**src/rtl/pattern_pkg.sv**
```systemverilog
// ============================================================================
// pattern_pkg : shared constants and state encoding for the pattern stream
//               generator (pattern value, filler symbols, LFSR seed).
// Revision    : 1.0
// ============================================================================
`default_nettype none

package pattern_pkg;

    localparam int         PAT_LEN   = 6;
    localparam logic [5:0] PATTERN   = 6'b001101;
    localparam logic       B         = 1'b0;
    localparam logic       C         = 1'b1;
    localparam logic [6:0] LFSR_SEED = 7'h5A;

    typedef enum logic [3:0] {
        ST_IDLE = 4'b0001,
        ST_PAT  = 4'b0010,
        ST_GAP  = 4'b0100,
        ST_FIN  = 4'b1000
    } state_e;

    // Index 0 is the first bit on the wire, i.e. the MSB of PATTERN.
    function automatic logic pat_bit(input logic [2:0] idx);
        return PATTERN[3'(PAT_LEN - 1) - idx];
    endfunction

endpackage

`default_nettype wire

```
**src/rtl/pattern_stream_gen_if.sv**
```systemverilog
// ============================================================================
// pattern_stream_gen_if : burst control and valid/ready serial stream bundle
//                         between the pattern generator and its user.
// Revision              : 1.0
// ============================================================================
`default_nettype none

interface pattern_stream_gen_if #(
    parameter int FRAMES_W = 8,
    parameter int GAP_W    = 4
);
    logic                start_i;
    logic [FRAMES_W-1:0] num_frames_i;
    logic [GAP_W-1:0]    gap_i;
    logic                ready_i;
    logic                valid_o;
    logic                data_o;
    logic                busy_o;
    logic                done_o;
    logic [FRAMES_W-1:0] sent_count_o;

    modport slave (
        input  start_i, num_frames_i, gap_i, ready_i,
        output valid_o, data_o, busy_o, done_o, sent_count_o
    );

    modport master (
        output start_i, num_frames_i, gap_i, ready_i,
        input  valid_o, data_o, busy_o, done_o, sent_count_o
    );
endinterface

`default_nettype wire

```
**src/rtl/pattern_lfsr.sv**
```systemverilog
// ============================================================================
// pattern_lfsr : 7-bit maximal Fibonacci LFSR (x^7+x^6+1) used as filler
//                source. Exists only when PATTERN_GEN_LFSR_FILLER_EN is set.
// Revision     : 1.0
// ============================================================================
`default_nettype none

`ifdef PATTERN_GEN_LFSR_FILLER_EN
module pattern_lfsr
    import pattern_pkg::*;
(
    input  wire logic clk_i,
    input  wire logic rst_ni,
    input  wire logic i_en,
    output logic      o_bit
);
    logic [6:0] r_lfsr;

    always_ff @(posedge clk_i or negedge rst_ni) begin
        if (!rst_ni) begin
            r_lfsr <= LFSR_SEED;
        end else if (i_en) begin
            r_lfsr <= {r_lfsr[5:0], r_lfsr[6] ^ r_lfsr[5]};
        end
    end

    assign o_bit = r_lfsr[6];
endmodule
`endif

`default_nettype wire

```
**src/rtl/pattern_stream_gen.sv**
```systemverilog
// ============================================================================
// pattern_stream_gen : emits num_frames copies of 001101 separated by gap
//                      filler bits over a valid/ready serial stream.
//                      Filler is constant 1 unless PATTERN_GEN_LFSR_FILLER_EN
//                      selects the pattern_lfsr source.
// Revision           : 1.0
// ============================================================================
`default_nettype none

module pattern_stream_gen
    import pattern_pkg::*;
#(
    parameter int FRAMES_W = 8,
    parameter int GAP_W    = 4
) (
    input  wire logic               clk_i,
    input  wire logic               rst_ni,
    pattern_stream_gen_if.slave     bus
);
    state_e              r_state;
    state_e              w_state_nxt;
    logic [2:0]          r_idx;
    logic [GAP_W-1:0]    r_gap_cnt;
    logic [FRAMES_W-1:0] r_frames;
    logic [GAP_W-1:0]    r_gap;
    logic [FRAMES_W-1:0] r_sent;

    logic w_valid;
    logic w_xfer;
    logic w_pat_end;
    logic w_gap_end;
    logic w_last_frame;
    logic w_filler;

    assign w_valid      = (r_state == ST_PAT) || (r_state == ST_GAP);
    assign w_xfer       = w_valid && bus.ready_i;
    assign w_pat_end    = (r_idx == 3'(PAT_LEN - 1));
    assign w_gap_end    = (r_gap_cnt == (r_gap - GAP_W'(1)));
    // Evaluated before the increment, so the pattern now finishing is the last.
    assign w_last_frame = ((r_sent + FRAMES_W'(1)) == r_frames);

    always_ff @(posedge clk_i or negedge rst_ni) begin
        if (!rst_ni) begin
            r_state <= ST_IDLE;
        end else begin
            r_state <= w_state_nxt;
        end
    end

    always_comb begin
        w_state_nxt = r_state;
        case (r_state)
            ST_IDLE: begin
                if (bus.start_i) begin
                    w_state_nxt = (bus.num_frames_i == '0) ? ST_FIN : ST_PAT;
                end
            end
            ST_PAT: begin
                if (w_xfer && w_pat_end) begin
                    if (w_last_frame)       w_state_nxt = ST_FIN;
                    else if (r_gap != '0)   w_state_nxt = ST_GAP;
                    else                    w_state_nxt = ST_PAT;
                end
            end
            ST_GAP: begin
                if (w_xfer && w_gap_end) begin
                    w_state_nxt = ST_PAT;
                end
            end
            ST_FIN:  w_state_nxt = ST_IDLE;
            default: w_state_nxt = ST_IDLE;
        endcase
    end

    always_ff @(posedge clk_i or negedge rst_ni) begin
        if (!rst_ni) begin
            r_idx     <= '0;
            r_gap_cnt <= '0;
            r_frames  <= '0;
            r_gap     <= '0;
            r_sent    <= '0;
        end else if ((r_state == ST_IDLE) && bus.start_i) begin
            r_idx     <= '0;
            r_gap_cnt <= '0;
            r_frames  <= bus.num_frames_i;
            r_gap     <= bus.gap_i;
            r_sent    <= '0;
        end else if ((r_state == ST_PAT) && w_xfer) begin
            if (w_pat_end) begin
                r_idx  <= '0;
                r_sent <= r_sent + FRAMES_W'(1);
            end else begin
                r_idx  <= r_idx + 3'd1;
            end
        end else if ((r_state == ST_GAP) && w_xfer) begin
            r_gap_cnt <= w_gap_end ? '0 : (r_gap_cnt + GAP_W'(1));
        end
    end

`ifdef PATTERN_GEN_LFSR_FILLER_EN
    pattern_lfsr u_lfsr (
        .clk_i  (clk_i),
        .rst_ni (rst_ni),
        .i_en   ((r_state == ST_GAP) && w_xfer),
        .o_bit  (w_filler)
    );
`else
    assign w_filler = C;
`endif

    assign bus.valid_o      = w_valid;
    assign bus.data_o       = (r_state == ST_PAT) ? pat_bit(r_idx) :
                              (r_state == ST_GAP) ? w_filler       : B;
    assign bus.busy_o       = (r_state != ST_IDLE);
    assign bus.done_o       = (r_state == ST_FIN);
    assign bus.sent_count_o = r_sent;

endmodule

`default_nettype wire

```
**src/flat_wrapper.sv**
```systemverilog
// flat-port wrapper written by rule: the top's interface ports become plain ports
module pattern_stream_gen_flat import pattern_pkg::*;
#(
    parameter int FRAMES_W = 8,
    parameter int GAP_W    = 4
)
  (clk_i, rst_ni, bus_start_i, bus_num_frames_i, bus_gap_i, bus_ready_i, bus_valid_o, bus_data_o, bus_busy_o, bus_done_o, bus_sent_count_o);
  pattern_stream_gen_if #(.FRAMES_W(FRAMES_W), .GAP_W(GAP_W)) bus_i ();
  input  wire logic clk_i;
  input  wire logic rst_ni;
  input wire logic [$bits(bus_i.start_i)-1:0] bus_start_i;
  input wire logic [$bits(bus_i.num_frames_i)-1:0] bus_num_frames_i;
  input wire logic [$bits(bus_i.gap_i)-1:0] bus_gap_i;
  input wire logic [$bits(bus_i.ready_i)-1:0] bus_ready_i;
  output wire logic [$bits(bus_i.valid_o)-1:0] bus_valid_o;
  output wire logic [$bits(bus_i.data_o)-1:0] bus_data_o;
  output wire logic [$bits(bus_i.busy_o)-1:0] bus_busy_o;
  output wire logic [$bits(bus_i.done_o)-1:0] bus_done_o;
  output wire logic [$bits(bus_i.sent_count_o)-1:0] bus_sent_count_o;
  assign bus_i.start_i = bus_start_i;
  assign bus_i.num_frames_i = bus_num_frames_i;
  assign bus_i.gap_i = bus_gap_i;
  assign bus_i.ready_i = bus_ready_i;
  assign bus_valid_o = bus_i.valid_o;
  assign bus_data_o = bus_i.data_o;
  assign bus_busy_o = bus_i.busy_o;
  assign bus_done_o = bus_i.done_o;
  assign bus_sent_count_o = bus_i.sent_count_o;
  pattern_stream_gen #(.FRAMES_W(FRAMES_W), .GAP_W(GAP_W)) u_core (.clk_i(clk_i), .rst_ni(rst_ni), .bus(bus_i));
endmodule
```
**config.mk**
```make
export PLATFORM = sky130hd
export DESIGN_NAME = pattern_stream_gen_flat
export DESIGN_NICKNAME = d
export VERILOG_FILES = /design/src/rtl/pattern_pkg.sv /design/src/rtl/pattern_stream_gen_if.sv /design/src/rtl/pattern_lfsr.sv /design/src/rtl/pattern_stream_gen.sv /design/src/flat_wrapper.sv
export SDC_FILE = /design/constraint.sdc
export NUM_CORES = 1
export LEC_CHECK = 0
export CAP_MARGIN = 20
export CORE_ASPECT_RATIO = 1.1
export CORE_MARGIN = 10
export CORE_UTILIZATION = 50
export DETAILED_ROUTE_END_ITERATION = 16
export HOLD_SLACK_MARGIN = 0.02
export MAX_ROUTING_LAYER = met4
export PLACE_DENSITY = 0.82
export SLEW_MARGIN = 10
export SYNTH_ARGS = -nofsm -noshare
export SYNTH_HDL_FRONTEND = slang
export SYNTH_SLANG_ARGS = --single-unit
```
**constraint.sdc**
```tcl
create_clock -name clk_i -period 3.13 [get_ports clk_i]
set_clock_uncertainty 0.05 [all_clocks]
set_input_delay 0.626 -clock clk_i [delete_from_list [all_inputs] [get_ports clk_i]]
set_output_delay 0.626 -clock clk_i [all_outputs]
set_load 0.005 [all_outputs]
```
==> results of run 1 <==
-- kinds of logic (layout without fill, tap and decap cells) --
group	count (synthesis)	after routing
AO/OA/AOI/OAI	42	42
XOR/XNOR	20	20
adder cells (fa/ha/maj)	7	7
buffers and inverters	13	45
flip-flops	31	31
multiplexers	1	1
AND/OR/NAND/NOR	95	95
-- final cells by class --
class	instances	area (um^2)	area share, %
Timing Repair Buffer	30	292.8	12.76
Inverter	7	26.28	1.145
Clock inverter	2	12.51	0.5453
Tap cell	50	62.56	2.726
Clock buffer	6	72.57	3.162
Sequential cell	31	777.0	33.86
Multi-Input combinational cell	165	1051	45.80
-- cell usage after synthesis (all sizes together) --
cell type | n | area share, %
dfrtp | 30 | 40
or4b | 1 | 0.73
nand3 | 9 | 2.6
a22o | 2 | 0.93
and2 | 3 | 0.99
nor4 | 6 | 3.1
xor2 | 5 | 2.7
a21oi | 9 | 2.6
and3b | 1 | 0.53
o31ai | 6 | 2.4
nor3 | 3 | 1.1
a41o | 1 | 0.53
and4 | 1 | 0.53
nand4b | 1 | 0.46
a31oi | 1 | 0.33
mux2 | 1 | 0.59
nor4b | 1 | 0.46
inv | 7 | 1.4
a21boi | 1 | 0.59
buf | 6 | 2.0
o311ai | 2 | 0.93
xnor2 | 15 | 7.3
ha | 7 | 4.6
nand2 | 50 | 9.9
and3 | 1 | 0.40
nor2b | 2 | 0.66
nor3b | 1 | 0.40
nor2 | 11 | 3.0
and2b | 1 | 0.40
o21ai | 17 | 4.5
nand4 | 3 | 0.99
dfstp | 1 | 1.4
a21o | 2 | 0.79
a211o | 1 | 0.46
-- worst paths after layout --
check	from	endpoint	slack, ns	cells past startpoint
worst max-delay path	u_core.r_state[2]	bus_data_o	0.39	3
min in group asynchronous	rst_ni	u_core.r_frames[7]	0.68	2
worst min register to register	u_core.r_frames[0]	u_core.r_frames[0]	0.45	2
max in group asynchronous	rst_ni	u_core.r_state[0]	2.02	2
worst max register to register	u_core.bus.sent_count_o[0]	u_core.r_state[1]	0.86	7
worst min-delay path	u_core.r_frames[0]	u_core.r_frames[0]	0.45	2
-- sequential cells by signal (all words and copies together) (netlist names) --
register,flops
u_core.bus.sent_count_o,8
u_core.r_frames,8
u_core.r_gap,4
u_core.r_gap_cnt,4
u_core.r_idx,3
u_core.r_state,4
-- through the flow --
step / setup slack, ns / cells / area [um^2] / hold slack [ns] / utilization [%]
3_3_place_gp: 0.7171 / 283 / 2210 / 0.4340 / 60.46
4_1_cts: 0.3781 / 291 / 2295 / 0.4583 / 62.79
5_1_grt: 0.3201 / 291 / 2295 / 0.4849 / 62.79
6_report: 0.3908 / 291 / 2295 / 0.4531 / 62.79
2_1_floorplan: 1.180 / 209 / 1893 / 0.2804 / -
3_5_place_dp: 0.6766 / 283 / 2210 / 0.4424 / 60.46
-- metal layers --
metal	up-vias	track usage [%]	part of all wire, %
li1	787	-	-
met3	5	3.838	5.1
met1	766	16.09	43
met4	0	3.915	1.1
met5	-	-	0
met2	44	22.98	51
-- power groups by stage --
| stage | logic (uW) | clock network, uW | registers [uW] |
|---|---|---|---|
| after CTS | 587 | 311 | 595 |
| after detailed placement | 583 | 0 | 603 |
| after global routing | 646 | 329 | 610 |
| final | 580 | 307 | 594 |
| after floorplan | 447 | 0 | 580 |
| after global placement | 567 | 0 | 596 |
-- worst max-delay path: stages, from the launching register on --
cell and delay (ns):
sky130_fd_sc_hd__dfrtp_1 0.45, sky130_fd_sc_hd__or4b_4 0.57, sky130_fd_sc_hd__o31ai_1 0.22, sky130_fd_sc_hd__clkdlybuf4s50_1 0.55
-- cell usage in the layout, fill, tap and decap left out, types with 6 or more instances in the layout --
cell type / count
sky130_fd_sc_hd__nand2_1: 50
sky130_fd_sc_hd__dfrtp_1: 30
sky130_fd_sc_hd__clkdlybuf4s50_1: 27
sky130_fd_sc_hd__o21ai_0: 15
sky130_fd_sc_hd__xnor2_1: 14
sky130_fd_sc_hd__nor2_1: 9
sky130_fd_sc_hd__nand3_1: 8
sky130_fd_sc_hd__a21oi_1: 8
sky130_fd_sc_hd__inv_1: 7
sky130_fd_sc_hd__ha_1: 7
sky130_fd_sc_hd__o31ai_1: 6
==> results_tabular.tex, run 1 <==
\begin{tabular}{lr}
\hline
Metric & Value \\
\hline
\multicolumn{2}{l}{\textbf{Yosys}} \\
\quad XOR/XNOR share of the synthesized area & 10.05\% \\
\quad Compound-Gate Fraction of Synth Area & 14.01\% \\
\quad Post-Synth Adder-Cell Area & 4.627\% \\
\quad Share of cell area taken by muxes after synthesis & 0.5948\% \\
\quad Number of synthesis warnings & 0 \\
\quad Sequential area share after synthesis & around 41\% \\
\quad Count of distinct cell types in the synthesized netlist & 46 \\
\quad Flop and latch count out of synthesis & 31 \\
\quad Average size of a mapped cell & 9.058 um\^{}2 \\
\quad Count of mapped cells out of synthesis & 209 \\
\quad Simple-gate share of the synthesized area & between 20\% and 30\% \\
\quad Largest family of logic cells by synthesized area & simple AND/OR/NAND/NOR gates \\
\quad Synth Cell Area & 1893 um\^{}2 \\
\quad Post-Syn Nets & roughly 230 \\
\multicolumn{2}{l}{\textbf{Clock network}} \\
\quad CTS tree & done \\
\quad Clock sink total & 31 \\
\quad Number of setup buffers added after CTS & 0 \\
\quad CTS clk-pin slew, worst paths & 0.07 ns \\
\quad Cts bufs inserted & 5 \\
\quad Clock latency of the later-clocked register in the worst-skew pair & 0.28 ns \\
\quad Clock root buffer & sky130\_fd\_sc\_hd\_\_clkbuf\_8 \\
\quad H-tree depth & 2 \\
\quad Quantity of gates resized following cts & 0 \\
\quad Cts-stage hold buffer count & 0 \\
\quad Clock tree buffer depth & 2 \\
\multicolumn{2}{l}{\textbf{Floorplan}} \\
\quad Core area & 3655 um\^{}2 \\
\quad Die H & 84.54 um \\
\quad Number of top-level pins & 28 \\
\quad Starting density of the core & 51.80\% \\
\quad Die area & 6650 um\^{}2 \\
\quad Row cnt & 23 \\
\quad Die width & 78.67 um \\
\multicolumn{2}{l}{\textbf{Timing}} \\
\quad Post-layout min period & about 2.7 ns \\
\quad Unrepaired setup endpoints after global routing & false \\
\quad Finish-stage setup viols & 0 \\
\quad Slew at the pin closest to its max-slew limit & around 0.50 ns \\
\quad Summed negative setup slack over all endpoints & 0 ns \\
\quad Slew Limit Fails & 0 \\
\quad Max Freq & about 0.37 GHz \\
\quad Slew headroom & 66.63\% \\
\quad Final Hold Fails & 0 \\
\quad Final period util & a little under 90\% \\
\multicolumn{2}{l}{\textbf{Detailed routing}} \\
\quad Count of TritonRoute iterations in the first routing pass & 5 \\
\quad DRC violation total after the first TritonRoute iteration & 126 \\
\quad Residual DRC & 0 \\
\quad Via density per instance & 5.505 \\
\quad Overall routed net length & approximately 4.3 mm \\
\quad Detailed-route wire length per cell & between 10 and 15 um \\
\quad Antenna viol nets, final & 0 \\
\quad Vias after detailed routing & around 1600 \\
\multicolumn{2}{l}{\textbf{Run status}} \\
\quad Outcome & complete, no violations \\
\multicolumn{2}{l}{\textbf{Place}} \\
\quad Total of buffers placed on input and output ports & 27 \\
\quad Sum of net half-perimeters after detailed placement & 3.283 mm \\
\quad RD Place Congestion & between 0.8 and 0.9 \\
\multicolumn{2}{l}{\textbf{Final layout}} \\
\quad Share of final-layout standard cells stronger than drive strength 1 & 10.79\% \\
\quad Diode count & 0 \\
\quad Number of nets in the final layout & 263 \\
\quad Fill count & 324 \\
\quad Layout-stage area growth over the synthesis result & 21.22\% \\
\multicolumn{2}{l}{\textbf{Global routing}} \\
\quad Number of antenna violations at the first check in global routing & 0 \\
\quad Sum of overflow across all layers after global routing & 0 \\
\quad Pin count of the biggest net entering global routing & 32 \\
\quad Overall fraction of global-route tracks in use & between 10 and 15\% \\
\quad Via count of the first global-routing pass & 1628 \\
\quad First-pass GRT wire length & around 7.5 mm \\
\multicolumn{2}{l}{\textbf{Hold path}} \\
\quad Type of the tightest min-delay check & reg2reg \\
\multicolumn{2}{l}{\textbf{Power}} \\
\quad Switching power of the nets & approximately 550 uW \\
\quad Relative contribution of the clock network to total power & 20.7\% \\
\quad Relative contribution of sequential cells to total power & 40.1\% \\
\quad Cell leakage power & approximately 0.001 uW \\
\quad P\_int & 926.0 uW \\
\quad PnR Total Power & 1481 uW \\
\quad Pwr dens & 645.2 nW/um\^{}2 \\
\quad Share of power burned in combinational logic & around two fifths \\
\quad VDD IR max & about 0.46 mV \\
\quad Sw Share & 37.46\% \\
\multicolumn{2}{l}{\textbf{Flow run}} \\
\quad Max capacitance violation total & 0 \\
\multicolumn{2}{l}{\textbf{Critical path}} \\
\quad Critical path type & reg2out \\
\quad Worst setup EP type & output port \\
\quad Data arrival time of the worst path & $\sim$2.1 ns \\
\quad CP required & 2.45 ns \\
\quad Worst Setup Start Kind & flop \\
\quad Largest fanout on the critical path & 8 \\
\hline
\end{tabular}
No activity file was read; power rests on OpenSTA's default activity.
==> inputs of run 2 (changes only) <==
--- a/config.mk
+++ b/config.mk
@@ -13,6 +13,7 @@
 export HOLD_SLACK_MARGIN = 0.02
 export MAX_ROUTING_LAYER = met4
 export PLACE_DENSITY = 0.82
+export RECOVER_POWER = 50
 export SLEW_MARGIN = 10
 export SYNTH_ARGS = -nofsm -noshare
 export SYNTH_HDL_FRONTEND = slang
==> run 2 against run 1 <==
The flow now finishes with violations (capacitance limit, slew limit). Cell count unchanged. Sequential share of layout area up 0.20 points. Maximum frequency hardly changed. First-iteration DRC count is 14% higher. Via count up 0.37%. Critical path depth unchanged. Sequential cell count unchanged.
==> results_tabular.tex, run 2 (same netlist as run 1, synthesis figures left out) <==
\begin{tabular}{lr}
\hline
Metric & Value \\
\hline
\multicolumn{2}{l}{\textbf{Timing}} \\
\quad Unrepaired setup endpoints after global routing & false \\
\quad Slew headroom & -9.921\% \\
\quad Final period util & 87.44\% \\
\quad Final Hold Fails & 0 \\
\quad Final setup margin & 0.3931 ns \\
\quad Slew at the pin closest to its max-slew limit & 1.649 ns \\
\quad Slew Limit Fails & 32 \\
\quad Post-layout min period & 2.737 ns \\
\quad Finish-stage setup viols & 0 \\
\quad Summed negative setup slack over all endpoints & 0 ns \\
\quad Max Freq & $\sim$0.37 GHz \\
\multicolumn{2}{l}{\textbf{Global routing}} \\
\quad Overall fraction of global-route tracks in use & 13.91\% \\
\quad First-pass GRT wire length & $\sim$7.5 mm \\
\quad Met1 routing resource usage after global routing & 16.09\% \\
\quad Met2 usage & 22.98\% \\
\quad GR met3 Demand/Resource & around 3.8\% \\
\quad Via count of the first global-routing pass & 1628 \\
\quad Global routing's busiest layer & met2 \\
\quad Sum of overflow across all layers after global routing & 0 \\
\quad Pin count of the biggest net entering global routing & 32 \\
\quad Number of antenna violations at the first check in global routing & 0 \\
\multicolumn{2}{l}{\textbf{Clock network}} \\
\quad Clock tree buffer depth & 2 \\
\quad Clock sink total & 31 \\
\quad Number of setup buffers added after CTS & 0 \\
\quad Cts bufs inserted & 5 \\
\quad H-tree depth & 2 \\
\quad CTS tree & done \\
\quad Clock root buffer & sky130\_fd\_sc\_hd\_\_clkbuf\_8 \\
\quad Clock latency of the later-clocked register in the worst-skew pair & between 0.2 and 0.3 ns \\
\quad Cts-stage hold buffer count & 0 \\
\quad CTS clk-pin slew, worst paths & 0.07 ns \\
\quad Quantity of gates resized following cts & 0 \\
\multicolumn{2}{l}{\textbf{Flow run}} \\
\quad Max capacitance violation total & 1 \\
\multicolumn{2}{l}{\textbf{Final layout}} \\
\quad Commonest cells after routing, fill and taps aside & sky130\_fd\_sc\_hd\_\_nand2\_1, sky130\_fd\_sc\_hd\_\_dfrtp\_1, sky130\_fd\_sc\_hd\_\_clkdlybuf4s50\_1 \\
\quad Post-route non-filler standard cell count & 291 \\
\quad Number of nets in the final layout & around 260 \\
\quad Most common cell after layout, fill and taps aside & sky130\_fd\_sc\_hd\_\_nand2\_1 \\
\quad Fill count & approximately 330 \\
\quad Area of combinational cells with multiple inputs & 1045 um\^{}2 \\
\quad Core utilization of the finished layout & 62.41\% \\
\quad Diode count & 0 \\
\quad Layout-stage area growth over the synthesis result & 20.49\% \\
\quad Share of final-layout standard cells stronger than drive strength 1 & 9.129\% \\
\quad Footprint of the flip-flops and latches & 777.0 um\^{}2 \\
\multicolumn{2}{l}{\textbf{Floorplan}} \\
\quad Die area & 6650 um\^{}2 \\
\quad Core area & 3655 um\^{}2 \\
\quad Die H & 84.54 um \\
\quad Number of top-level pins & 28 \\
\quad Row cnt & 23 \\
\quad Die width & 78.67 um \\
\quad Starting density of the core & 51.80\% \\
\multicolumn{2}{l}{\textbf{Place}} \\
\quad Placed Cells & approximately 280 \\
\quad Sum of net half-perimeters after detailed placement & 3.283 mm \\
\quad RD Place Congestion & 0.8162 \\
\quad Worst slack at placement & around 0.68 ns \\
\quad Total of buffers placed on input and output ports & 27 \\
\multicolumn{2}{l}{\textbf{Hold path}} \\
\quad Type of the tightest min-delay check & reg2reg \\
\multicolumn{2}{l}{\textbf{Run status}} \\
\quad Outcome & finished, violations left \\
\quad Violations in the final reports & capacitance limit, slew limit \\
\multicolumn{2}{l}{\textbf{Critical path}} \\
\quad CP required & 2.45 ns \\
\quad Data arrival time of the worst path & 2.06 ns \\
\quad Worst setup EP type & output port \\
\quad FF-to-FF setup slack & 0.86 ns \\
\quad Worst Setup Start Kind & flop \\
\quad Largest fanout on the critical path & 8 \\
\quad Critical path type & reg2out \\
\multicolumn{2}{l}{\textbf{Detailed routing}} \\
\quad Vias after detailed routing & 1608 \\
\quad Via density per instance & 5.526 \\
\quad DRC violation total after the first TritonRoute iteration & 144 \\
\quad Antenna viol nets, final & 0 \\
\quad Overall routed net length & 4.229 mm \\
\quad Count of TritonRoute iterations in the first routing pass & 4 \\
\quad Residual DRC & 0 \\
\quad Detailed-route wire length per cell & 14.53 um \\
\multicolumn{2}{l}{\textbf{Power}} \\
\quad PnR Total Power & 1471 uW \\
\quad Pwr dens & 645.1 nW/um\^{}2 \\
\quad Cell leakage power & roughly 0.001 uW \\
\quad VDD IR max & 0.4546 mV \\
\hline
\end{tabular}
## run 2: cell types whose count changed in the layout (fill, tap and decap cells not counted), sizes merged
cell,before,now
buf,3,1
clkdlybuf4s50,27,25
clkbuf,6,8
dlygate4sd3,0,2
## run 2: through the flow
stage	area, um^2	hold WS [ns]
3_3_place_gp	2210	0.4340
4_1_cts	2295	0.4583
6_report	2281	0.4532
3_5_place_dp	2210	0.4424
2_1_floorplan	1893	0.2804
5_1_grt	2281	0.4849
## run 2: routing by layer
| metal | part of all wire (%) | up-vias |
|---|---|---|
| met4 | 1.1 | 0 |
| met1 | 43 | 773 |
| met5 | 0 | - |
| li1 | - | 787 |
| met3 | 4.5 | 6 |
| met2 | 51 | 42 |
## run 2: power breakdown
part / internal (uW) / switching (uW) / total (uW) / leakage [uW]
clock network: 155 / 150 / 305 / 0.0000412
logic: 266 / 306 / 572 / 0.000532
registers: 499 / 95.6 / 594 / 0.000409
total: 919 / 552 / 1470 / 0.000982
## run 2: area by class of cell
class / instances / share of cell area (%)
clock buffers: 6 / 3.182
flip-flops and latches: 31 / 34.06
multi-input cells: 165 / 45.80
clock inverters: 2 / 0.5485
repair buffers: 30 / 12.51
inverters: 7 / 1.152
well taps: 50 / 2.743
## run 2: path summary, 6_finish.rpt
| path | from | end | cells past startpoint |
|---|---|---|---|
| hold / removal | u_core.r_frames[0] | u_core.r_frames[0] | 2 |
| setup / recovery | u_core.r_state[2] | bus_data_o | 3 |
| min in group asynchronous | rst_ni | u_core.r_frames[7] | 2 |
| max in group asynchronous | rst_ni | u_core.r_state[3] | 2 |
| setup reg to reg | u_core.bus.sent_count_o[0] | u_core.r_state[1] | 7 |
| hold reg to reg | u_core.r_frames[0] | u_core.r_frames[0] | 2 |
## run 2: worst max-delay path, stage by stage, from the launching register on
cell and delay (ns):
sky130_fd_sc_hd__dfrtp_1 0.44, sky130_fd_sc_hd__or4b_4 0.57, sky130_fd_sc_hd__o31ai_1 0.22, sky130_fd_sc_hd__clkdlybuf4s50_1 0.55
